**config.mk**
```make
export PLATFORM = sky130hd
export DESIGN_NAME = ps2_host_tx
export DESIGN_NICKNAME = d
export VERILOG_FILES = /design/src/rtl/ps2_host_tx.sv
export SDC_FILE = /design/constraint.sdc
export NUM_CORES = 1
export LEC_CHECK = 0
export BUFFER_PORTS_ARGS = -buffer_cell sky130_fd_sc_hd__buf_4
export CAP_MARGIN = 10
export CORE_MARGIN = 2
export CORE_UTILIZATION = 55
export CTS_BUF_LIST = sky130_fd_sc_hd__clkbuf_8
export DETAILED_ROUTE_END_ITERATION = 8
export GPL_ROUTABILITY_DRIVEN = 0
export PLACE_DENSITY = 0.74
export SLEW_MARGIN = 20
export SYNTH_ARGS = -nofsm -noshare
export SYNTH_HDL_FRONTEND = slang
export SYNTH_SLANG_ARGS = --single-unit
```
**constraint.sdc**
```tcl
create_clock -name iCLK -period 3.7 [get_ports iCLK]
set_clock_uncertainty 0.05 [all_clocks]
set_input_delay 0.37 -clock iCLK [delete_from_list [all_inputs] [get_ports iCLK]]
set_output_delay 0.37 -clock iCLK [all_outputs]
set_load 0.01 [all_outputs]
```
**src/rtl/ps2_host_tx.sv**
```systemverilog
// ps2_host_tx: host-to-device PS/2 command transmitter.
// Inhibits the bus, issues request-to-send, then shifts a byte, odd parity
// and stop bit out on device-generated clock falls, and checks the device ACK.
// Lines are open-drain: the OE outputs only ever pull low.
// Optional build macro PS2_HOST_TX_RETRY_EN: one silent retry of a failed
// transaction before oERR is reported.
module ps2_host_tx #(
    parameter int INHIBIT_CYCLES = 5000,
    parameter int TIMEOUT_CYCLES = 750000,
    parameter int CNT_W          = 20
) (
    input  logic       iCLK,
    input  logic       iRST,
    input  logic [7:0] iDATA,
    input  logic       iVALID,
    output logic       oREADY,
    output logic       oDONE,
    output logic       oERR,
    input  logic       iPS2_CLK,
    input  logic       iPS2_DAT,
    output logic       oPS2_CLK_OE,
    output logic       oPS2_DAT_OE
);

    localparam logic [CNT_W-1:0] INH_LAST = CNT_W'(INHIBIT_CYCLES - 1);
    localparam logic [CNT_W-1:0] TMO_LAST = CNT_W'(TIMEOUT_CYCLES - 1);

    typedef enum logic [2:0] {
        IDLE,
        INHIBIT,
        RTS,
        SEND,
        ACK,
        WAIT_IDLE
    } state_t;

    state_t           state;
    logic [1:0]       clk_sync;
    logic [1:0]       dat_sync;
    logic             clk_prev;
    logic             fall;
    logic [8:0]       frame;     // {parity, data}
    logic [3:0]       nbit;      // clock falls seen in SEND
    logic [CNT_W-1:0] cnt;       // inhibit length, then cycles since clock release
    logic             in_xfer;
    logic             tmo_hit;
    logic             nack;
    logic             fail;
`ifdef PS2_HOST_TX_RETRY_EN
    logic             retried;
`endif

    // Two-flop synchronisers plus a delayed copy of the clock for fall detection.
    always_ff @(posedge iCLK or posedge iRST) begin
        if (iRST) begin
            clk_sync <= 2'b11;
            dat_sync <= 2'b11;
            clk_prev <= 1'b1;
        end else begin
            clk_sync <= {clk_sync[0], iPS2_CLK};
            dat_sync <= {dat_sync[0], iPS2_DAT};
            clk_prev <= clk_sync[1];
        end
    end

    assign fall    = clk_prev & ~clk_sync[1];
    assign in_xfer = (state == SEND) || (state == ACK) || (state == WAIT_IDLE);
    // Timeout is checked before the fall strobe so it wins a same-cycle tie.
    assign tmo_hit = in_xfer && (cnt == TMO_LAST);
    assign nack    = (state == ACK) && fall && dat_sync[1];
    assign fail    = tmo_hit || nack;

    // Transaction FSM with registered handshake and line-drive outputs.
    always_ff @(posedge iCLK or posedge iRST) begin
        if (iRST) begin
            state       <= IDLE;
            oREADY      <= 1'b1;
            oDONE       <= 1'b0;
            oERR        <= 1'b0;
            oPS2_CLK_OE <= 1'b0;
            oPS2_DAT_OE <= 1'b0;
            frame       <= '0;
            nbit        <= '0;
            cnt         <= '0;
`ifdef PS2_HOST_TX_RETRY_EN
            retried     <= 1'b0;
`endif
        end else begin
            oDONE <= 1'b0;
            oERR  <= 1'b0;
            if (fail) begin
                oPS2_CLK_OE <= 1'b0;
                oPS2_DAT_OE <= 1'b0;
                cnt         <= '0;
`ifdef PS2_HOST_TX_RETRY_EN
                if (!retried) begin
                    // First failure: replay the latched byte from the inhibit phase.
                    retried     <= 1'b1;
                    oPS2_CLK_OE <= 1'b1;
                    state       <= INHIBIT;
                end else begin
                    oERR   <= 1'b1;
                    oREADY <= 1'b1;
                    state  <= IDLE;
                end
`else
                oERR   <= 1'b1;
                oREADY <= 1'b1;
                state  <= IDLE;
`endif
            end else begin
                case (state)
                    IDLE: begin
                        if (iVALID) begin
                            frame       <= {~^iDATA, iDATA};
                            cnt         <= '0;
                            oREADY      <= 1'b0;
                            oPS2_CLK_OE <= 1'b1;
                            oPS2_DAT_OE <= 1'b0;
                            state       <= INHIBIT;
`ifdef PS2_HOST_TX_RETRY_EN
                            retried     <= 1'b0;
`endif
                        end
                    end
                    INHIBIT: begin
                        if (cnt == INH_LAST) begin
                            oPS2_CLK_OE <= 1'b0;
                            oPS2_DAT_OE <= 1'b1;   // start bit
                            state       <= RTS;
                        end else begin
                            cnt <= cnt + 1'b1;
                        end
                    end
                    RTS: begin
                        // The RTS cycle itself is the first cycle after clock release.
                        cnt   <= CNT_W'(1);
                        nbit  <= '0;
                        state <= SEND;
                    end
                    SEND: begin
                        cnt <= cnt + 1'b1;
                        if (fall) begin
                            if (nbit == 4'd9) begin
                                oPS2_DAT_OE <= 1'b0;   // stop bit
                                state       <= ACK;
                            end else begin
                                oPS2_DAT_OE <= ~frame[nbit];
                                nbit        <= nbit + 1'b1;
                            end
                        end
                    end
                    ACK: begin
                        cnt <= cnt + 1'b1;
                        if (fall) state <= WAIT_IDLE;   // data was low: ACK
                    end
                    WAIT_IDLE: begin
                        cnt <= cnt + 1'b1;
                        if (clk_sync[1] && dat_sync[1]) begin
                            oDONE  <= 1'b1;
                            oREADY <= 1'b1;
                            state  <= IDLE;
                        end
                    end
                    default: state <= IDLE;
                endcase
            end
        end
    end

endmodule

```
==> flow_summary.yaml, run 1 <==
sta:
  worst_pin_slew_ns: 0.924
  finalHoldViolCount: 0
  post-route-period-util: 0.689
  setup-tns-final_ns: 0
  fmax_ghz: 0.393
  slew_viol_final: 0
  slew_headroom: 0.383
  setup_violations: 0
  rsz0062_at_grt: "no"
  min_period_ns: 2.55
  fin_hold_ws_ns: 0.117
synth:
  syn_inst: 256
  synth_edf_count: 0
  synth_top_area_cell: "dfrtp_1"
  synthDistinctLibCells: 55
  synth_async_sr_flop_share: 1.00
  syn_area_mm2: 0.00258
  synth_fp_nets: 272
  synth_top_area_frac: 0.389
  seq_area_frac_synth: 0.450
  synth_ff_type: "dfrtp_1"
  synth-seq-cells: 46
  avgSynthCellArea_um2: 10.1
  ys_warn_count: 0
  synth_area_leaders: "dfrtp_1, dfstp_2, a22o_1, mux2_2, nor2_1"
route:
  drt_first_iter_violations: 198
  drt-total-wl_um: 5400
  vias: 2042
  firstDrtPassIters: 5
  viasPerCell: 6.24
  drc_errors: 0
  avgRoutedWirePerCell_um: 16.5
  ant_nets: 0
global_route:
  antenna_found_initial: 0
  grt_overflow: 0
  grt_pass1_vias: 1993
  grt_usage: 0.235
  grt_max_degree: 47
  grt_pass1_wl_um: 9450
setup_path:
  worst_ep_arrival_time_ns: 2.69
  critical_path_class: "reg2reg"
  end_kind: "flip-flop"
  worstReg2RegEnd: "cnt[12]"
  crit_path_max_fanout: 19
  ff2ff_path_depth: 6
  r2r_start: "cnt[0]"
  required_ns: 3.84
  start_kind: "flip-flop"
  rrSetupSlack_ns: 1.15
power_and_ir_drop:
  p_per_area_mw_per_mm2: 672
  peakVddDrop_uv: 411
  p_total_w: 0.00194
  leakage_nw: 1.20
clock_tree:
  clockBufferDepth: 2
  cts_tree: "done"
  clockRootBuffer: "clkbuf_8"
  cts.hold.buffers_added: 0
  clkSinkCount: 46
  post_cts.repair.setup_buffers: 0
  numCtsBuffers: 5
  clk_pin_slew_ns: 0.09
  htreeDepth: 2
  insertion_delay_ns: 0.31
  cts_resized: 0
job:
  cap_violations: 0
floorplanning:
  start_util: 0.580
  design.portCount: 18
  die_x_um: 72.4
  rows: 24
  die-area_mm2: 0.00525
  fp.dieH_um: 72.4
  core_area_mm2: 0.00444
placement:
  dp_hpwl_um: 3840
  port-buffer-count: 17
hold_path:
  min_path_type: "in2reg"
  hold_depth: 1
  worstHoldStart: "iPS2_CLK"
  hold_end: "clk_sync[0]"
layout:
  area_delta_synth_final_pct: 11.8
  nets: 290
  diodes: 0
  fillers: 377
  final_layout_size_suffix_gt1_frac: 0.200
status:
  status: "complete, no violations"
==> placed cells by master (no fill, tap or decap), types with 3 or more instances in the layout <==
master / n
nand4_1: 6
or4_1: 4
nor2_1: 21
buf_4: 17
o21ai_1: 6
ha_1: 3
clkbuf_8: 6
mux2_2: 11
o211ai_1: 4
nand2_1: 11
nor2b_1: 6
a22o_1: 15
a21oi_1: 5
inv_1: 7
xor2_1: 3
nand3b_1: 3
and3_1: 6
dfstp_2: 6
or3_1: 3
nand2b_1: 8
xnor2_1: 7
nor3_1: 10
dfrtp_1: 40
o21ai_0: 14
nand3_1: 13
==> cell type report <==
cell class	instances	area (µm²)	share of cell area
repair buffers	17	128	0.0443
inverters	8	30.0	0.0104
multi-input cells	196	1360	0.471
clock buffers	6	82.6	0.0287
well taps	52	65.1	0.0226
flip-flops and latches	46	1160	0.402
clock inverters	2	60.1	0.0209
==> metrics by stage <==
stage          utilization  instance area (µm²)  setup slack, ns  instances
3_5_place_dp         0.616                 2740             1.16        319
2_1_floorplan            -                 2580             1.52        256
4_1_cts              0.648                 2880             1.14        327
3_3_place_gp         0.616                 2740             1.24        319
6_report             0.648                 2880             1.15        327
5_1_grt              0.648                 2880            0.933        327
==> worst max-delay path by stage <==
stage / start / end / slack (ns) / cells past startpoint
after floorplan: cnt[0] / cnt[12] / 1.52 / 7
after global placement: cnt[0] / cnt[7] / 1.24 / 6
after detailed placement: cnt[0] / cnt[13] / 1.16 / 6
after CTS: cnt[0] / cnt[12] / 1.14 / 6
after global routing: cnt[0] / cnt[14] / 0.93 / 6
final: cnt[0] / cnt[12] / 1.15 / 6
==> kinds of logic after synthesis <==
| group | Yosys count | share of synthesized area |
|---|---|---|
| muxes | 14 | 0.0695 |
| DFF | 46 | 0.450 |
| AOI/OAI and AO/OA | 60 | 0.167 |
| adders and majority gates | 3 | 0.0146 |
| and+or+nand+nor | 109 | 0.241 |
| buffers and inverters | 14 | 0.0243 |
| xor gates and xnor gates | 10 | 0.0340 |
==> synth_stat cells (all sizes together), types with 3 or more instances <==
library cell and instances:
a21oi 5, a22o 15, and2 3, and3 6, buf 3, clkbuf 3
dfrtp 40, dfstp 6, ha 3, inv 8, mux2 11, nand2 11
nand2b 8, nand3 13, nand3b 3, nand4 6, nor2 23, nor2b 6
nor3 10, o211ai 5, o21ai 22, or3 3, or4 5, xnor2 7
xor2 3
==> worst max-delay path: stages, from the launching register on <==
cell,delay (ns)
dfrtp_1,0.43
ha_1,0.26
nand3_1,0.16
or4_4,0.60
o21ai_4,0.44
nor2_2,0.23
a22o_1,0.26
==> metal layers <==
metal,vias up,share of wire,GRT usage
met1,957,0.48,0.333
met2,78,0.42,0.337
li1,993,-,-
met3,14,0.071,0.0569
met5,-,0,0
met4,0,0.027,0.117
==> flip-flops by register name, summed over array words and instances (netlist names) <==
name,flops
cnt,20
frame,9
nbit,4
state,3
clk_sync,2
dat_sync,2
clk_prev,1
oDONE,1
oERR,1
oPS2_CLK_OE,1
oPS2_DAT_OE,1
oREADY,1
==> where the power goes <==
| group | switching [W] | internal (W) |
|---|---|---|
| registers | 0.000134 | 0.000628 |
| logic | 0.000381 | 0.000328 |
| clock network | 0.000178 | 0.000288 |
(Power assumes the default switching activity.)
==> run 2: changes to the inputs <==
Clock period 3.7 ns to 2.65 ns, I/O delays scaled along.
==> flow_summary.yaml, run 2 (synthesis gave the netlist of run 1 again) <==
layout:
  nets: 297
  largest_reg_flops: 20
  area_delta_synth_final_pct: 12.5
  final_common_cell: "dfrtp_1"
  final_layout_size_suffix_gt1_frac: 0.216
  diodes: 0
  final_cell_mix: "dfrtp_1, buf_4, nor2_1"
  top_register: "cnt"
  biggestRegsByFlops: "cnt (20), frame (9), nbit (4)"
  design_area_mm2: 0.00290
  fillers: 369
setup_path:
  cp_num_buf_inv: 1
  crit_path_max_fanout: 17
  critPathSlowestCell: "o41a_1"
  ff2ff_path_depth: 6
  cpPeakStageDelay_ns: 0.62
  start_kind: "flip-flop"
  rrSetupSlack_ns: 0.24
  worst_ep_arrival_time_ns: 2.54
  crit_chain: "buf_4, nor2_1, a21oi_1, o41a_1, o21ai_0, a22o_1"
  critical_path_class: "reg2reg"
  required_ns: 2.78
  crit_cells: 6
  worstReg2RegEnd: "cnt[11]"
  r2r_start: "state[1]"
  cp_top_family: "compound AO/OA/AOI/OAI gates"
  end_kind: "flip-flop"
route:
  viasPerCell: 6.34
  drc_errors: 0
  ant_nets: 0
  drt_first_iter_violations: 253
  drt-total-wl_um: 5520
  firstDrtPassIters: 4
  avgRoutedWirePerCell_um: 16.5
  vias: 2118
sta:
  worst_pin_slew_ns: 0.940
  setup-tns-final_ns: 0
  fin_ws_ns: 0.242
  slew_viol_final: 0
  rsz0062_at_grt: "no"
  fin_hold_ws_ns: 0.0175
  fmax_ghz: 0.415
  post-route-period-util: 0.909
  setup_violations: 0
  min_period_ns: 2.41
  slew_headroom: 0.373
  finalHoldViolCount: 0
global_route:
  grtUsageMet1: 0.348
  grt_pass1_wl_um: 9580
  grt_max_degree: 47
  use_met2: 0.345
  grtUsageMet3: 0.0542
  grt_usage: 0.234
  busiest_layer: "met1"
  grt_pass1_vias: 2033
  antenna_found_initial: 0
  grt_overflow: 0
status:
  status: "complete, no violations"
floorplanning:
  design.portCount: 18
  core_area_mm2: 0.00444
  die-area_mm2: 0.00525
  fp.dieH_um: 72.4
  start_util: 0.580
  rows: 24
  die_x_um: 72.4
placement:
  dp_hpwl_um: 3820
  place_ws_ns: 0.287
  placed_cell_area_mm2: 0.00279
  port-buffer-count: 17
clock_tree:
  post_cts.repair.setup_buffers: 0
  cts_resized: 0
  clkSinkCount: 46
  cts.hold.buffers_added: 0
  insertion_delay_ns: 0.31
  htreeDepth: 2
  cts_tree: "done"
  clockBufferDepth: 2
  clockRootBuffer: "clkbuf_8"
  numCtsBuffers: 5
  clk_pin_slew_ns: 0.10
job:
  cap_violations: 0
hold_path:
  hold_depth: 1
  worstHoldStart: "iPS2_CLK"
  hold_end: "clk_sync[0]"
  min_path_type: "in2reg"
power_and_ir_drop:
  p_per_area_mw_per_mm2: 926
  p_seq_frac: 0.394
  switching_power_w: 0.00101
  p_int_w: 0.00167
  pwr-share-comb: 0.412
  swShare: 0.376
  clockPowerShare: 0.194
  peakVddDrop_uv: 499
  leakage_nw: 1.22
[run 2: cell count changes in the layout (fill, tap and decap cells not counted)]
cell and delta:
buf_4 +7, bufinv_16 -1, clkbuf_8 -1, clkinvlp_4 +1, inv_1 +1
[run 2: worst max path at each step]
stage	startpoint	end	slack [ns]
2_1_floorplan	cnt[0]	cnt[12]	0.47
6_report	state[1]	cnt[11]	0.24
3_5_place_dp	cnt[0]	nbit[0]	0.29
3_3_place_gp	state[1]	cnt[12]	0.37
5_1_grt	cnt[0]	state[1]	0.05
4_1_cts	cnt[0]	cnt[18]	0.28
[run 2: power by group through the flow]
stage	combinational (W)	sequential (W)	clock, W
2_1_floorplan	0.000830	0.00101	0
3_3_place_gp	0.00107	0.00106	0
3_5_place_dp	0.00109	0.00107	0
4_1_cts	0.00110	0.00106	0.000527
5_1_grt	0.00123	0.00109	0.000560
6_report	0.00111	0.00106	0.000520
[run 2: metal layers]
metal,up-vias,part of all wire
met5,-,0
met4,0,0.0085
met3,6,0.060
met2,75,0.45
met1,1031,0.48
li1,1006,-
[run 2: final cells by class]
class / count / area [µm²] / area share
Clock inverter: 3 / 41.3 / 0.0142
Timing Repair Buffer: 24 / 180 / 0.0621
Clock buffer: 5 / 68.8 / 0.0237
Inverter: 8 / 30.0 / 0.0104
Multi-Input combinational cell: 196 / 1360 / 0.467
Tap cell: 52 / 65.1 / 0.0224
Sequential cell: 46 / 1160 / 0.400
[run 2: metrics by stage]
step | cells | util | power [W]
final | 334 | 0.652 | 0.00268
after global routing | 334 | 0.652 | 0.00288
after floorplan | 256 | - | 0.00184
after CTS | 334 | 0.652 | 0.00268
after global placement | 326 | 0.628 | 0.00213
after detailed placement | 326 | 0.628 | 0.00216
==> run 3: changes to the inputs <==
Clock period 2.65 ns to 2.55 ns, I/O delays scaled along.
==> flow_summary.yaml, run 3 (synthesis gave the netlist of run 1 again) <==
route:
  viasPerCell: 6.26
  vias: 2123
  drt-total-wl_um: 5630
  drc_errors: 0
  ant_nets: 0
  firstDrtPassIters: 4
  avgRoutedWirePerCell_um: 16.6
  drt_first_iter_violations: 271
global_route:
  grt_overflow: 0
  antenna_found_initial: 0
  grt_usage: 0.235
  grt_pass1_wl_um: 9630
  grt_max_degree: 47
  grt_pass1_vias: 2021
sta:
  setup_violations: 0
  min_period_ns: 2.39
  rsz0062_at_grt: "no"
  fmax_ghz: 0.419
  setup-tns-final_ns: 0
  post-route-period-util: 0.937
  finalHoldViolCount: 0
  slew_headroom: 0.386
  slew_viol_final: 0
  worst_pin_slew_ns: 0.919
floorplanning:
  core_area_mm2: 0.00444
  die_x_um: 72.4
  design.portCount: 18
  start_util: 0.580
  die-area_mm2: 0.00525
  rows: 24
  fp.dieH_um: 72.4
power_and_ir_drop:
  p_per_area_mw_per_mm2: 981
  p_total_w: 0.00291
  pwr-share-comb: 0.404
  swShare: 0.360
  peakVddDrop_uv: 707
  leakage_nw: 1.25
  switching_power_w: 0.00105
  p_int_w: 0.00186
  clockPowerShare: 0.222
  p_seq_frac: 0.375
clock_tree:
  clk_pin_slew_ns: 0.09
  numCtsBuffers: 5
  cts_tree: "done"
  insertion_delay_ns: 0.30
  cts_resized: 0
  htreeDepth: 2
  clockRootBuffer: "clkbuf_8"
  clkSinkCount: 46
  clockBufferDepth: 2
job:
  cap_violations: 0
layout:
  final_cell_mix: "dfrtp_1, buf_4, nor2_1"
  nets: 302
  top_register: "cnt"
  final_layout_size_suffix_gt1_frac: 0.226
  biggestRegsByFlops: "cnt (20), frame (9), nbit (4)"
  area_delta_synth_final_pct: 15.3
  fillers: 359
  diodes: 0
  final_common_cell: "dfrtp_1"
  largest_reg_flops: 20
setup_path:
  cpPeakStageDelay_ns: 0.60
  crit_chain: "ha_1, nand3_1, or4_4, o21ai_4, buf_4, o21ai_0, a22o_1"
  end_kind: "flip-flop"
  worst_ep_arrival_time_ns: 2.53
  critical_path_class: "reg2reg"
  start_kind: "flip-flop"
  crit_path_max_fanout: 11
  required_ns: 2.69
  critPathSlowestCell: "or4_4"
hold_path:
  min_path_type: "in2async"
placement:
  dp_hpwl_um: 3950
  port-buffer-count: 17
status:
  status: "complete, no violations"
## run 3: changes by cell type in the layout (fill, tap and decap cells not counted), sizes merged
cell,previous run,this run
dlygate4sd3,0,2
inv,9,8
clkinv,0,1
bufinv,1,2
clkinvlp,1,0
buf,24,27
## run 3: path summary, 6_finish.rpt
check	start	end	slack (ns)	cells past startpoint
setup / recovery	cnt[0]	cnt[9]	0.16	7
hold / removal	iRST	frame[3]	0.11	2
setup reg to reg	cnt[0]	cnt[9]	0.16	7
hold reg to reg	clk_sync[0]	clk_sync[1]	0.31	0
max in group asynchronous	iRST	state[1]	1.76	2
min in group iCLK	iDATA[7]	frame[7]	0.15	2
## run 3: area by class of cell
type | instances | area [µm²] | area share
multi-input cells | 196 | 1360 | 0.456
flip-flops and latches | 46 | 1160 | 0.390
repair buffers | 29 | 223 | 0.0750
clock buffers | 5 | 68.8 | 0.0232
clock inverters | 3 | 68.8 | 0.0232
well taps | 52 | 65.1 | 0.0219
inverters | 8 | 30.0 | 0.0101
## run 3: critical path, delay by kind of cell (launching register included)
family	cells	cell delay, ns
simple gates	2	0.75
buf+inv	1	0.20
compound gates	3	0.57
flops	1	0.43
fa+ha+maj	1	0.29
## run 3: repair_timing
| item | 4_1_cts | 5_1_grt |
|---|---|---|
| hold buffers | 2 | 0 |
| endpoints found under the hold margin | 2 | 0 |
| endpoints found under the setup margin | 0 | 0 |
| buffers inserted | 0 | 0 |
## run 3: power by group through the flow
stage                     combinational (W)  clock, W  sequential (W)
final                               0.00118  0.000645         0.00109
after global routing                0.00129  0.000682         0.00112
after CTS                           0.00117  0.000660         0.00109
after detailed placement            0.00116         0         0.00110
after global placement              0.00114         0         0.00109
after floorplan                    0.000863         0         0.00105
## run 3: per-layer routing
layer	up-vias	track usage	wire length, µm
li1	1021	-	-
met1	1031	0.339	2710
met2	63	0.356	2580
met3	8	0.0528	275
met4	0	0.0741	70
met5	-	0	0
## run 3: metrics by stage
stage                     hold WS (ns)  area [µm²]  utilization  setup WS (ns)  std cells
after floorplan                  0.209        2580            -          0.368        256
after global placement           0.296        2810        0.633          0.281        329
after detailed placement         0.301        2810        0.633          0.226        329
after CTS                        0.138        2970        0.668          0.188        339
after global routing             0.143        2970        0.668        0.00228        339
final                            0.111        2970        0.668          0.161        339
